**config.mk**
```make
export PLATFORM = sky130hd
export DESIGN_NAME = digit_match_sequencer
export DESIGN_NICKNAME = d
export VERILOG_FILES = /design/src/rtl/digit_match_pkg.sv /design/src/rtl/pixel_absdiff.sv /design/src/rtl/digit_match_sequencer.sv
export SDC_FILE = /design/constraint.sdc
export NUM_CORES = 1
export LEC_CHECK = 0
export CORE_MARGIN = 2
export CORE_UTILIZATION = 56
export CTS_BUF_LIST = sky130_fd_sc_hd__clkbuf_8 sky130_fd_sc_hd__clkbuf_16
export DETAILED_ROUTE_END_ITERATION = 10
export MAX_ROUTING_LAYER = met4
export PLACE_DENSITY = 0.8
export SLEW_MARGIN = 20
export SYNTH_ARGS = -nofsm -noshare
export SYNTH_HDL_FRONTEND = slang
export SYNTH_SLANG_ARGS = --single-unit
```
**constraint.sdc**
```tcl
create_clock -name clk -period 9.2 [get_ports clk]
set_clock_uncertainty 0.1 [all_clocks]
set_input_delay 1.84 -clock clk [delete_from_list [all_inputs] [get_ports clk]]
set_output_delay 1.84 -clock clk [all_outputs]
set_load 0.01 [all_outputs]
```
**src/rtl/digit_match_pkg.sv**
```systemverilog
// Purpose: shared constants and the FSM state type for the digit template matcher.
// Contents: grid/image geometry, accumulator and address widths, match threshold,
//           and dm_state_t, the sequencer state encoding.
package digit_match_pkg;

  localparam int NUM_DIGITS = 10;
  localparam int GRID       = 11;
  localparam int PIXELS     = GRID * GRID;  // 121, row-major, addr = row*GRID+col
  localparam int SCORE_W    = 16;           // 121*255 = 30855 fits, never saturates
  localparam int THRESH     = 4000;
  localparam int IMG_AW     = 7;
  localparam int TPL_AW     = 11;           // NUM_DIGITS*PIXELS = 1210 entries
  localparam int DIGIT_W    = 4;
  localparam int PIX_W      = 8;

  typedef enum logic [1:0] {
    IDLE   = 2'd0,
    RUN    = 2'd1,
    DRAIN  = 2'd2,
    FINISH = 2'd3
  } dm_state_t;

endpackage

```
**src/rtl/pixel_absdiff.sv**
```systemverilog
// Purpose: combinational 8-bit absolute difference |a - b|.
// Ports:
//   a_i    in  8  first operand (image pixel)
//   b_i    in  8  second operand (template pixel)
//   diff_o out 8  |a_i - b_i|
module pixel_absdiff
  import digit_match_pkg::*;
(
  input  logic [PIX_W-1:0] a_i,
  input  logic [PIX_W-1:0] b_i,
  output logic [PIX_W-1:0] diff_o
);

  assign diff_o = (a_i >= b_i) ? (a_i - b_i) : (b_i - a_i);

endmodule

```
**src/rtl/digit_match_sequencer.sv**
```systemverilog
// Purpose: matches one 11x11 8-bit image against NUM_DIGITS templates through one
//          time-shared absolute-difference unit, one pixel per cycle, and reports the
//          lowest-scoring digit.
// Ports:
//   clk         in   1        rising-edge clock
//   reset_n     in   1        synchronous active-low reset
//   start       in   1        request a run, sampled only in IDLE
//   abort       in   1        cancel a run in progress (wins over start in IDLE)
//   img_addr    out  7        image buffer read address (pixel)
//   img_data    in   8        image pixel, valid one cycle after img_addr
//   tpl_addr    out  11       template ROM address = digit*PIXELS + pixel
//   tpl_data    in   8        template pixel, valid one cycle after tpl_addr
//   busy        out  1        run in progress (RUN or DRAIN)
//   done        out  1        one-cycle pulse; results valid from this cycle
//   best_digit  out  4        digit with the lowest score
//   best_score  out  16       lowest score
//   match_valid out  1        best_score <= THRESH
//   dbg_state   out  2        current FSM state, for observation only
//
// Handshake: there is no back-pressure. Read addresses are issued once per cycle
// in RUN and the memories must return data exactly one cycle later; the stage-2
// valid register marks which cycles carry a returned pixel pair.
module digit_match_sequencer
  import digit_match_pkg::*;
(
  input  logic               clk,
  input  logic               reset_n,
  input  logic               start,
  input  logic               abort,
  output logic [IMG_AW-1:0]  img_addr,
  input  logic [PIX_W-1:0]   img_data,
  output logic [TPL_AW-1:0]  tpl_addr,
  input  logic [PIX_W-1:0]   tpl_data,
  output logic               busy,
  output logic               done,
  output logic [DIGIT_W-1:0] best_digit,
  output logic [SCORE_W-1:0] best_score,
  output logic               match_valid,
  output dm_state_t          dbg_state
);

  dm_state_t            state_q, state_d;
  logic [IMG_AW-1:0]    pix_q, pix_d;
  logic [DIGIT_W-1:0]   dig_q, dig_d;
  logic [IMG_AW-1:0]    img_addr_q, img_addr_d;
  logic [TPL_AW-1:0]    tpl_addr_q, tpl_addr_d;
  // Stage-2 pipe: describes the pixel pair whose data arrives this cycle.
  logic                 v2_q, v2_d;
  logic                 first2_q, first2_d;
  logic                 last2_q, last2_d;
  logic [DIGIT_W-1:0]   dig2_q, dig2_d;
  logic [SCORE_W-1:0]   acc_q, acc_d;
  logic [SCORE_W-1:0]   run_best_q, run_best_d;
  logic [DIGIT_W-1:0]   run_dig_q, run_dig_d;
  logic [SCORE_W-1:0]   best_score_q, best_score_d;
  logic [DIGIT_W-1:0]   best_digit_q, best_digit_d;
  logic                 match_q, match_d;

  logic [PIX_W-1:0]     diff;
  logic [SCORE_W-1:0]   sum;
  logic                 upd;
  logic [SCORE_W-1:0]   cur_best;
  logic [DIGIT_W-1:0]   cur_dig;
  logic                 last_issue;

  pixel_absdiff u_absdiff (
    .a_i    (img_data),
    .b_i    (tpl_data),
    .diff_o (diff)
  );

  assign last_issue = (dig_q == DIGIT_W'(NUM_DIGITS - 1)) && (pix_q == IMG_AW'(PIXELS - 1));
  assign sum        = (first2_q ? '0 : acc_q) + SCORE_W'(diff);
  // The last pixel's score is compared in the same cycle it completes; strict
  // less-than keeps the lowest digit on ties.
  assign upd        = v2_q && last2_q && (sum < run_best_q);
  assign cur_best   = upd ? sum : run_best_q;
  assign cur_dig    = upd ? dig2_q : run_dig_q;

  always_comb begin
    state_d      = state_q;
    pix_d        = pix_q;
    dig_d        = dig_q;
    img_addr_d   = img_addr_q;
    tpl_addr_d   = tpl_addr_q;
    v2_d         = (state_q == RUN) && !abort;
    first2_d     = (pix_q == '0);
    last2_d      = (pix_q == IMG_AW'(PIXELS - 1));
    dig2_d       = dig_q;
    acc_d        = v2_q ? sum : acc_q;
    run_best_d   = cur_best;
    run_dig_d    = cur_dig;
    best_score_d = best_score_q;
    best_digit_d = best_digit_q;
    match_d      = match_q;

    case (state_q)
      IDLE: begin
        if (start && !abort) begin
          state_d    = RUN;
          pix_d      = '0;
          dig_d      = '0;
          img_addr_d = '0;
          tpl_addr_d = '0;
          run_best_d = '1;
          run_dig_d  = '0;
        end
      end
      RUN: begin
        if (abort) begin
          state_d = IDLE;
        end else if (last_issue) begin
          state_d = DRAIN;
        end else begin
          if (pix_q == IMG_AW'(PIXELS - 1)) begin
            pix_d = '0;
            dig_d = dig_q + DIGIT_W'(1);
          end else begin
            pix_d = pix_q + IMG_AW'(1);
          end
          img_addr_d = pix_d;
          // Issue order is strictly sequential, so the ROM address just counts.
          tpl_addr_d = tpl_addr_q + TPL_AW'(1);
        end
      end
      DRAIN: begin
        if (abort) begin
          state_d = IDLE;
        end else begin
          state_d      = FINISH;
          best_score_d = cur_best;
          best_digit_d = cur_dig;
          match_d      = (cur_best <= SCORE_W'(THRESH));
        end
      end
      FINISH: begin
        state_d = IDLE;
      end
      default: state_d = IDLE;
    endcase
  end

  always_ff @(posedge clk) begin
    if (!reset_n) begin
      state_q      <= IDLE;
      pix_q        <= '0;
      dig_q        <= '0;
      img_addr_q   <= '0;
      tpl_addr_q   <= '0;
      v2_q         <= 1'b0;
      first2_q     <= 1'b0;
      last2_q      <= 1'b0;
      dig2_q       <= '0;
      acc_q        <= '0;
      run_best_q   <= '1;
      run_dig_q    <= '0;
      best_score_q <= '0;
      best_digit_q <= '0;
      match_q      <= 1'b0;
    end else begin
      state_q      <= state_d;
      pix_q        <= pix_d;
      dig_q        <= dig_d;
      img_addr_q   <= img_addr_d;
      tpl_addr_q   <= tpl_addr_d;
      v2_q         <= v2_d;
      first2_q     <= first2_d;
      last2_q      <= last2_d;
      dig2_q       <= dig2_d;
      acc_q        <= acc_d;
      run_best_q   <= run_best_d;
      run_dig_q    <= run_dig_d;
      best_score_q <= best_score_d;
      best_digit_q <= best_digit_d;
      match_q      <= match_d;
    end
  end

  assign img_addr    = img_addr_q;
  assign tpl_addr    = tpl_addr_q;
  assign busy        = (state_q == RUN) || (state_q == DRAIN);
  assign done        = (state_q == FINISH);
  assign best_digit  = best_digit_q;
  assign best_score  = best_score_q;
  assign match_valid = match_q;
  assign dbg_state   = state_q;

endmodule

```
==> results_dict.tcl <==
set metrics [dict create \
    first_iter_violations 172 \
    nets 740 \
    wl_per_cell_um 14.6 \
    synth-edff-count 0 \
    combinationalPowerShare 0.219 \
    antenna_found_initial 0 \
    peakVddDrop_v 0.0000891 \
    stdcell_area_sq_um 6080 \
    cp-start-kind "input port" \
    grt_pass1_vias 4260 \
    setup_tns_ns 0 \
    p_seq_frac 0.458 \
    cp.arrival_ns 8.41 \
    core_area_sq_um 9060 \
    cts.sinks 88 \
    viasPerCell 5.62 \
    hold_viol_final 0 \
    rsz0062_at_grt "no" \
    finalCritPeriodShare 0.898 \
    maxSlewHeadroom 0.340 \
    p_leak_uw 0.00251 \
    drv_cap 0 \
    post_cts_resized 0 \
    cts_buffer_depth 2 \
    tightest_slew_ns 0.989 \
    ios 63 \
    dpl_cell_area_sq_um 5870 \
    num_vias 4421 \
    p_sw_uw 275 \
    clock-root-buffer "clkbuf_8" \
    rrSetupSlack_ns 4.10 \
    powerDensity_nw_per_um2 146 \
    port_buffers 62 \
    grt.overflow.total 0 \
    slowest_stage "o311ai_0" \
    numCtsBuffers 9 \
    ys_seq_area_frac 0.342 \
    area.growth.synth_to_final_pct 18.0 \
    clk-insertion-delay-late_ns 0.36 \
    setup_viol 0 \
    ys_warn_count 0 \
    final_max_slew_viol_count 0 \
    cts_hold_buf 0 \
    first_pass_iters 4 \
    htree_levels 3 \
    cp-startpoint "img_data[0]" \
    fin_cells 786 \
    hold_path.startpoint "acc_q[1]" \
    synth_area_leaders "dfxtp_1, ha_1, nor2_1" \
    drive_above_1_share 0.0622 \
    grt_max_degree 34 \
    totalWireLength_mm 11.5 \
    fmax_ghz 0.121 \
    synth-seq-cells 88 \
    ys.flop_type "dfxtp_1" \
    r2r-start "first2_q" \
    initial_core_util 0.569 \
    drc 0 \
    clkTransAtPathRegs_ns 0.09 \
    hold_path_class "register to register" \
    die_area_sq_um 9990 \
    synthesis.nets 683 \
    synth.distinct_cells 66 \
    async_reset_ff_frac 0 \
    die_y_um 100 \
    grt_first_pass_wirelength_mm 19.5 \
    finalPower_uw 886 \
    place_congestion 0.890 \
    hpwl_mm 8.43 \
    synth_top_area_frac 0.342 \
    critPathMostFrequentCell "ha_1" \
    outcome "complete, no violations" \
    yosysTopAreaCell "dfxtp_1" \
    crit_type "input port to register" \
    period_needed_ns 8.26 \
    internal_power_uw 611 \
    synthCells 613 \
    ant_nets 0 \
    die_w_um 100 \
    p_clk_frac 0.323 \
    synth.avg_cell_area_sq_um 8.41 \
    dp.cells 770 \
    switching_share 0.310 \
    final_util 0.671 \
    cts_setup_buffers 0 \
    row_count 35 \
    cts_tree "done" \
    critPathCaptureType "register" \
    worstPathMaxFanout 14 \
    track_usage 0.245 \
    antenna_cells 0 \
    synthesis.area_sq_um 5160 \
    cp.required_ns 9.35 \
    cpPeakStageDelay_ns 0.59 \
]
==> power groups by stage <==
stage	logic (uW)	registers, uW	clock network (uW)
after detailed placement	191	414	0
final	194	406	286
after global routing	214	408	310
after global placement	185	414	0
after CTS	193	406	292
after floorplan	141	408	0
==> layer usage <==
metal | share of wire | track usage
met5 | 0 | -
met4 | 0.014 | 0.0738
met3 | 0.040 | 0.0369
met2 | 0.50 | 0.418
met1 | 0.44 | 0.300
==> sequential cells by signal, indices dropped and copies added (netlist names) <==
signal / flops
last2_q: 1
run_best_q: 16
best_score: 16
dig2_q: 4
best_digit: 4
match_valid: 1
img_addr: 7
acc_q: 16
first2_q: 1
tpl_addr: 11
dbg_state: 2
run_dig_q: 4
v2_q: 1
dig2_d: 4
==> cell usage after synthesis, drive strengths merged, types with 3 or more instances <==
master / instances
nand2b: 9
nand4: 9
buf: 9
nor2b: 12
o21a: 6
ha: 47
nor3: 5
o311ai: 3
a21oi: 43
nor3b: 4
or2: 4
xor2: 12
o211ai: 7
fa: 3
xnor2: 17
nand3: 8
a21o: 5
o21ai: 22
dfxtp: 88
and2: 6
mux2i: 23
or3: 8
nor2: 91
mux2: 3
clkbuf: 12
inv: 55
nand2: 42
a211oi: 24
==> placed cells by master (no fill, tap or decap), types with 3 or more instances in the layout <==
cell type | Yosys | routed
nor2_1 | 90 | 90
dfxtp_1 | 88 | 88
clkdlybuf4s50_1 | 0 | 62
inv_1 | 55 | 55
ha_1 | 47 | 47
nand2_1 | 42 | 42
a21oi_1 | 39 | 39
mux2i_1 | 23 | 23
a211oi_1 | 22 | 22
o21ai_0 | 20 | 20
xnor2_1 | 16 | 16
xor2_1 | 12 | 12
nor2b_1 | 12 | 11
clkbuf_8 | 0 | 10
nand4_1 | 9 | 9
nand2b_1 | 9 | 9
or3_1 | 8 | 8
nand3_1 | 8 | 8
o211ai_1 | 7 | 7
o21a_1 | 6 | 6
and2_1 | 5 | 5
a21o_1 | 5 | 5
nor3_1 | 5 | 5
buf_4 | 0 | 5
a21oi_2 | 4 | 4
o311ai_0 | 3 | 3
or2_1 | 3 | 3
mux2_2 | 3 | 3
nor3b_1 | 3 | 3
fa_1 | 3 | 3
==> layout make-up <==
type                    count  area (sq um)
clock buffers              10           138
multi-input cells         449          3110
fillers                   788          2980
inverters                  55           206
flip-flops and latches     88          1760
repair buffers             67           658
well taps                 111           139
clock inverters             6          72.6
==> worst max-delay path, delay by kind of cell <==
family / cells / cell delay (ns)
AND/OR/NAND/NOR: 4 / 0.68
AO/OA/AOI/OAI: 14 / 3.68
buffers and inverters: 3 / 0.56
XOR/XNOR: 2 / 0.37
adder cells (fa/ha/maj): 4 / 1.28
==> cells by family after synthesis <==
| kind of cell | share of synthesized area |
|---|---|
| simple gates | 0.192 |
| compound gates | 0.182 |
| flops | 0.342 |
| buf+inv | 0.0563 |
| fa+ha+maj | 0.126 |
| xor+xnor | 0.0507 |
| mux | 0.0512 |
==> worst paths after layout <==
path | endpoint | cells past startpoint
setup / recovery | match_valid | 27
hold / removal | acc_q[1] | 2
setup reg to reg | match_valid | 16
hold reg to reg | acc_q[1] | 2
==> stage by stage <==
step / hold WS, ns / setup slack, ns
after floorplan: 0.352 / 1.84
after global placement: 0.366 / 0.896
after detailed placement: 0.377 / 0.693
after CTS: 0.389 / 1.03
after global routing: 0.427 / 0.528
final: 0.388 / 0.937
(Power assumes the default switching activity.)
